## config.mk

```make
export PLATFORM = sky130hd
export DESIGN_NAME = rv_mc_boot_loader
export DESIGN_NICKNAME = d
export VERILOG_FILES = /design/src/rtl/rv_mc_boot_loader.sv
export SDC_FILE = /design/constraint.sdc
export NUM_CORES = 1
export LEC_CHECK = 0
export CORE_UTILIZATION = 25
export DETAILED_ROUTE_END_ITERATION = 12
export PLACE_DENSITY = 0.44
export SYNTH_ARGS = -nofsm -noshare
export SYNTH_HDL_FRONTEND = slang
export SYNTH_SLANG_ARGS = --single-unit
```

## constraint.sdc

```tcl
create_clock -name clk -period 2.8 [get_ports clk]
set_input_delay 0.84 -clock clk [delete_from_list [all_inputs] [get_ports clk]]
set_output_delay 0.84 -clock clk [all_outputs]
set_load 0.01 [all_outputs]
```

## src/rtl/rv_mc_boot_loader.sv

```systemverilog
// Byte-stream program loader for rv_mc: assembles little-endian words,
// writes them to the unified RAM, then releases the core from reset.
module rv_mc_boot_loader #(
    parameter int MEM_WORDS = 64,
    parameter int ADDR_W    = 6
) (
    input  logic              clk,
    input  logic              rst,
    input  logic              in_valid,
    input  logic [7:0]        in_data,
    output logic              in_ready,
    output logic              mem_we,
    output logic [ADDR_W-1:0] mem_addr,
    output logic [31:0]       mem_wdata,
    output logic              cpu_rst,
    output logic              done,
    output logic              err
);

    typedef enum logic [2:0] {
        S_LEN,
        S_DATA,
        S_WRITE,
        S_DONE,
        S_ERR
    } state_e;

    state_e            state_q, state_d;
    logic              run_q;
    logic [1:0]        cnt_q, cnt_d;
    logic [23:0]       asm_q, asm_d;
    logic [ADDR_W-1:0] word_q, word_d;
    logic [ADDR_W-1:0] last_q, last_d;
    logic [ADDR_W-1:0] addr_q, addr_d;
    logic [31:0]       wdata_q, wdata_d;

    logic              take;
    logic [31:0]       word_in;

    // asm_q holds the first three bytes; the fourth completes the word
    assign word_in   = {in_data, asm_q};
    assign in_ready  = run_q && (state_q == S_LEN || state_q == S_DATA);
    assign take      = in_valid && in_ready;
    assign mem_we    = (state_q == S_WRITE);
    assign mem_addr  = addr_q;
    assign mem_wdata = wdata_q;
    assign done      = (state_q == S_DONE);
    assign cpu_rst   = (state_q == S_DONE);
    assign err       = (state_q == S_ERR);

    always_ff @(posedge clk or negedge rst) begin
        if (!rst) begin
            state_q <= S_LEN;
            run_q   <= 1'b0;
            cnt_q   <= '0;
            asm_q   <= '0;
            word_q  <= '0;
            last_q  <= '0;
            addr_q  <= '0;
            wdata_q <= '0;
        end else begin
            state_q <= state_d;
            run_q   <= 1'b1;
            cnt_q   <= cnt_d;
            asm_q   <= asm_d;
            word_q  <= word_d;
            last_q  <= last_d;
            addr_q  <= addr_d;
            wdata_q <= wdata_d;
        end
    end

    always_comb begin
        state_d = state_q;
        cnt_d   = cnt_q;
        asm_d   = asm_q;
        word_d  = word_q;
        last_d  = last_q;
        addr_d  = addr_q;
        wdata_d = wdata_q;
        unique case (state_q)
            S_LEN: begin
                if (take) begin
                    cnt_d = cnt_q + 2'd1;
                    asm_d = {in_data, asm_q[23:8]};
                    if (cnt_q == 2'd3) begin
                        if (word_in == 32'd0) begin
                            state_d = S_DONE;
                        end else if (word_in > 32'(MEM_WORDS)) begin
                            state_d = S_ERR;
                        end else begin
                            // L==MEM_WORDS truncates to 0 and wraps to the top index
                            last_d  = word_in[ADDR_W-1:0] - ADDR_W'(1);
                            word_d  = '0;
                            state_d = S_DATA;
                        end
                    end
                end
            end
            S_DATA: begin
                if (take) begin
                    cnt_d = cnt_q + 2'd1;
                    asm_d = {in_data, asm_q[23:8]};
                    if (cnt_q == 2'd3) begin
                        addr_d  = word_q;
                        wdata_d = word_in;
                        state_d = S_WRITE;
                    end
                end
            end
            S_WRITE: begin
                if (word_q == last_q) begin
                    state_d = S_DONE;
                end else begin
                    word_d  = word_q + ADDR_W'(1);
                    state_d = S_DATA;
                end
            end
            S_DONE:  state_d = S_DONE;
            S_ERR:   state_d = S_ERR;
            default: state_d = S_LEN;
        endcase
    end

endmodule
```

[Yosys cells after proc, flatten, opt, wreduce, memory -nomap -nowiden]
Index checks and enable logic that the tools add are counted.
Storage, ports and cells
  ROM bits: 0
  memories kept: 0
  memory bits (writable): 0
  word-level logic and storage cells: 53
  bits of input ports: 11
  bits in latches: 0
  bits in registers: 80
  output and inout bits: 43
Cells by class
  shift-type cells: 0
  equality and inequality tests: 13
  order comparisons: 1
  reduce and logical (&&, ||, !) cells: 12
  multiplexer cells: 14
  $add $sub $neg: 3
  div/mod/pow operators: 0
  bitwise gates (word level): 2
  $mul: 0
Operator list (number)
  32-bit by 7-bit > comparator with 1-bit output, second input constant: 1
  32-bit zero test: 1
  6-bit two-way mux: 5
  3-bit two-way mux: 6
  3-bit case mux with 5 select lines: 1
  6-bit case mux with 2 select lines: 1
  2-bit != test, second input constant: 5
  6-bit by 1-bit adder with 6-bit output, second input constant: 1
  3-bit by 2-bit equality test with 1-bit output, second input constant: 2
  6-bit equality test: 1
  6-bit AND reduction: 1
  6-bit by 1-bit subtractor with 6-bit output, second input constant: 1
  5-bit AND reduction: 1
  2-bit by 1-bit != test with 1-bit output, second input constant: 2
  4-bit AND reduction: 1
  3-bit by 1-bit equality test with 1-bit output, second input constant: 1
  3-bit equality test, second input constant: 1
  3-bit zero test: 1
  3-bit AND reduction: 1
  2-bit by 1-bit adder with 2-bit output, second input constant: 1
  2-bit equality test, second input constant: 1
  1-bit logical AND: 2
  2-bit two-way mux: 1
  1-bit NOT: 2
  other kinds (4): 4

[Depth between registers and ports, before layout]
Gate-level depths: netlist (run 1).
  word-level depth: 6
  mapped depth: 8
  mapped depth without buffers: 7

[Least setup slack after synthesis (run 1)]
OpenSTA, ideal clock, no wires.
  path type: input-to-reg
  start: input port in_data[2]
  end: register last_q[0]
  path slack: 488 ps
  library setup time: 127 ps
  path buffers: 1
  cell stages on the path: 5
  data required time: 2673 ps
  arrival time: 2185 ps
  cells stage by stage: nor4_1 nand4_1 a2111oi_4 buf_6 mux2_1
Between the ends
  cells in the longest elaborated chain, start to end: 3
  elaborated cells on any way between the ends: 5
  those cells by class: order compare (1); bitwise (2); reduce/logical (2)
Ends and longest elaborated chain
  from (decl): RTL line 10  | input logic [7:0] in_data,
  32-bit by 7-bit > comparator with 1-bit output or 32-bit zero test (tied branches): RTL line 89, 87
  1-bit NOT (no line)
  5-bit AND reduction (no line) (*)
  to (signal assigned): RTL line 67  | last_q <= last_d;
  to (decl): RTL line 33  | logic [ADDR_W-1:0] last_q, last_d;
Mark *: on every way between the ends. The rest lies on a longest branch, timed or not.
A chain may end at the register's enable or synchronous reset.

[Worst setup path after layout (run 1)]
  start: input port in_data[7]
  end: register last_q[5]
Same word-level chain as after synthesis.

==> results of run 1 <==
-- state kept, by name (all words and copies together) (netlist names) --
register   flops
word_q         6
mem_wdata     32
state_q        3
last_q         6
cnt_q          2
run_q          1
mem_addr       6
asm_q         24
-- kinds of logic (layout without fill, tap and decap cells) --
group,Yosys count,count (layout)
and+or+nand+nor,49,49
AOI/OAI and AO/OA,19,19
buffers and inverters,17,88
DFF,80,80
other,1,1
muxes,65,65
adders and majority gates,4,4
xor gates and xnor gates,15,15
-- critical path, cell delays in order --
cell and delay (ns):
clkdlybuf4s50_1 0.42, nor4_1 0.36, nand4_1 0.17, buf_4 0.19
a2111oi_4 0.30, buf_4 0.22, mux2_2 0.34
-- how the worst max path moves through the flow --
stage,from,end,slack (ns),cells past startpoint
final,in_data[7],last_q[5]$_DFFE_PN0P_,0.19,7
after global routing,in_data[7],last_q[0]$_DFFE_PN0P_,0.1,7
after detailed placement,in_data[7],last_q[3]$_DFFE_PN0P_,-0.21,7
after CTS,in_data[7],last_q[3]$_DFFE_PN0P_,0.16,7
after floorplan,in_data[2],last_q[0]$_DFFE_PN0P_,0.49,5
after global placement,in_data[5],last_q[5]$_DFFE_PN0P_,-0.23,7
-- through the flow --
step	instance area, um^2	hold WS, ns	std cells	utilization, %
2_1_floorplan	3430	0.448	250	-
3_3_place_gp	4230	0.462	481	31.8
3_5_place_dp	4230	0.476	481	31.8
4_1_cts	4510	0.466	497	33.9
5_1_grt	4510	0.491	497	33.9
6_report	4510	0.461	497	33.9
-- cell usage after synthesis, drive strengths merged --
library cell / count / area (um^2)
mux2: 63 / 709
a31oi: 1 / 6.26
nor3b: 3 / 27.5
inv: 4 / 15.0
mux2i: 2 / 20.0
and4bb: 1 / 12.5
o21ai: 7 / 35.0
a21oi: 5 / 25.0
xnor2: 8 / 70.1
and3: 1 / 6.26
nor4b: 1 / 23.8
nand3b: 1 / 7.51
nand2: 10 / 37.5
or3: 1 / 6.26
a211oi: 1 / 7.51
nand4: 3 / 18.8
o211ai: 2 / 15.0
nor4: 6 / 37.5
xor2: 7 / 61.3
dfrtp: 80 / 2000
and2: 1 / 6.26
a211o: 1 / 8.76
nor2: 11 / 41.3
buf: 8 / 55.1
conb: 1 / 3.75
nor3: 4 / 20.0
or2: 1 / 6.26
and3b: 1 / 8.76
ha: 4 / 50.1
o21a: 1 / 7.51
clkbuf: 5 / 18.8
nand3: 2 / 15.0
and4: 2 / 17.5
a2111oi: 1 / 27.5
-- power by group --
part	leakage (uW)	total (uW)	internal, uW	switching, uW
Sequential	0.00103	1620	1350	268
Combinational	0.000805	521	299	222
Clock	0.000132	1110	608	497
-- area by class of cell --
cell class | instances | area (um^2)
Clock buffer | 9 | 225
Clock inverter | 7 | 55.1
Fill cell | 1327 | 8780
Inverter | 4 | 15.0
Multi-Input combinational cell | 153 | 1340
Sequential cell | 80 | 2000
Tap cell | 176 | 220
Timing Repair Buffer | 68 | 653
-- metal layers --
layer  share of wire (%)  routed length (um)  GRT usage (%)  vias to the layer above
li1                    -                   -              -                     1011
met1                  49                3590           14.8                     1118
met2                  46                3420           17.5                       39
met3                 3.4                 252           3.69                        8
met4                 1.4                 105           4.03                        0
met5                   0                   0              0                        -
==> results.yml, run 1 <==
clocking:
  cts-htree-levels: 3
  clock_sinks: 80
  cts_buffer_depth: 2
  cts_setup_buffers: 0
  clock_latency_ns: 0.34
  clkTransAtPathRegs_ns: 0.06
  numCtsBuffers: 9
  ctsHoldBuffers: 0
  cts_resized: 0
  cts_tree: "built"
  cts-root-buf: "clkbuf_16"
critical_path:
  cp_data_arrival_time_ns: 2.84
  timing.rr.start: "asm_q[9]$_DFFE_PN0P_"
  start_kind: "input pin"
  cp_max_fo: 9
  crit_required_ns: 3.03
  rr_endpoint: "last_q[5]$_DFFE_PN0P_"
  path_class: "input pin to register"
  rrSetupSlack_ns: 0.67
  r2r_cells: 6
  end_kind: "register"
drt:
  totalWireLength_mm: 7.37
  vias_per_cell: 4.38
  drtPass1Iterations: 4
  via_count: 2176
  routedWlPerCell_um: 14.8
  ant_nets: 0
  drcViolationCount: 0
  drt_iter0_markers: 87
timing:
  min_period_ns: 2.61
  maxSlewViolCount: 0
  setup_viol: 0
  finClkSkew_ns: 0.0109
  setup_ws_ns: 0.188
  hold_viol_final: 0
  rsz0062_at_grt: "no"
  max_freq_ghz: 0.383
  fin_tns_setup_ns: 0
  min_period_over_period_pct: 93.3
global_routing:
  grt_pass1_wl_mm: 12.1
  antenna_found_initial: 0
  grt_max_degree: 47
  grt_pass1_vias: 2222
  grt_usage_pct: 11.3
  grt_remaining_overflow: 0
outcome:
  status: "completed"
placed_design:
  hpwl_mm: 5.11
  place.gp.congestion: 0.700
  io_buffers: 53
  preCtsSetupSlack_ns: -0.210
synthesis:
  syn_nets: 265
  avgSynthCellArea_um2: 13.7
  synthMuxAreaShare_pct: 21.3
  yosys.area_share.simple_pct: 8.53
  synth_seq_cells: 80
  synth_cell_types: 39
  seq_area_frac_synth_pct: 58.4
  synth_cells: 250
  synth_top_family_by_area: "multiplexers"
  synth_xor_area_share_pct: 3.83
  ys.warnings.count: 0
  synthAdderAreaFrac_pct: 1.46
  syn_area_mm2: 0.00343
  synth_compound_area_share_pct: 3.87
job:
  maxCapViolCount: 0
finish:
  diodes: 0
  nNetsFinal: 331
  layout_commonest_cell: "dfrtp_1"
  layout_common_cells: "80 x dfrtp_1, 58 x mux2_2, 52 x clkdlybuf4s50_1"
  drive_above_1_share_pct: 29.3
  area_delta_synth_final_pct: 31.5
die:
  core_region_area_mm2: 0.0133
  start_util_pct: 25.8
  die_area_mm2: 0.0142
  fp.dieH_um: 119
  die_width_um: 119
  pin_count: 54
  fp-row-count: 42
power:
  power.total_uw: 3250
  vdd_ir_drop_max_mv: 0.326
  p_per_area_mw_per_mm2: 720
  p_leak_uw: 0.00196
hold_path:
  hold_class: "input pin to asynchronous set/reset pin"
Note: power is estimated with default switching activity, not from simulation.
==> run 2, diff against run 1 <==
CAP_MARGIN = 10   (was not set)
CTS_BUF_LIST = sky130_fd_sc_hd__clkbuf_16   (was not set)
==> results of run 2 <==
Same layout as run 1: the final DEF is identical, and so are final timing and power.
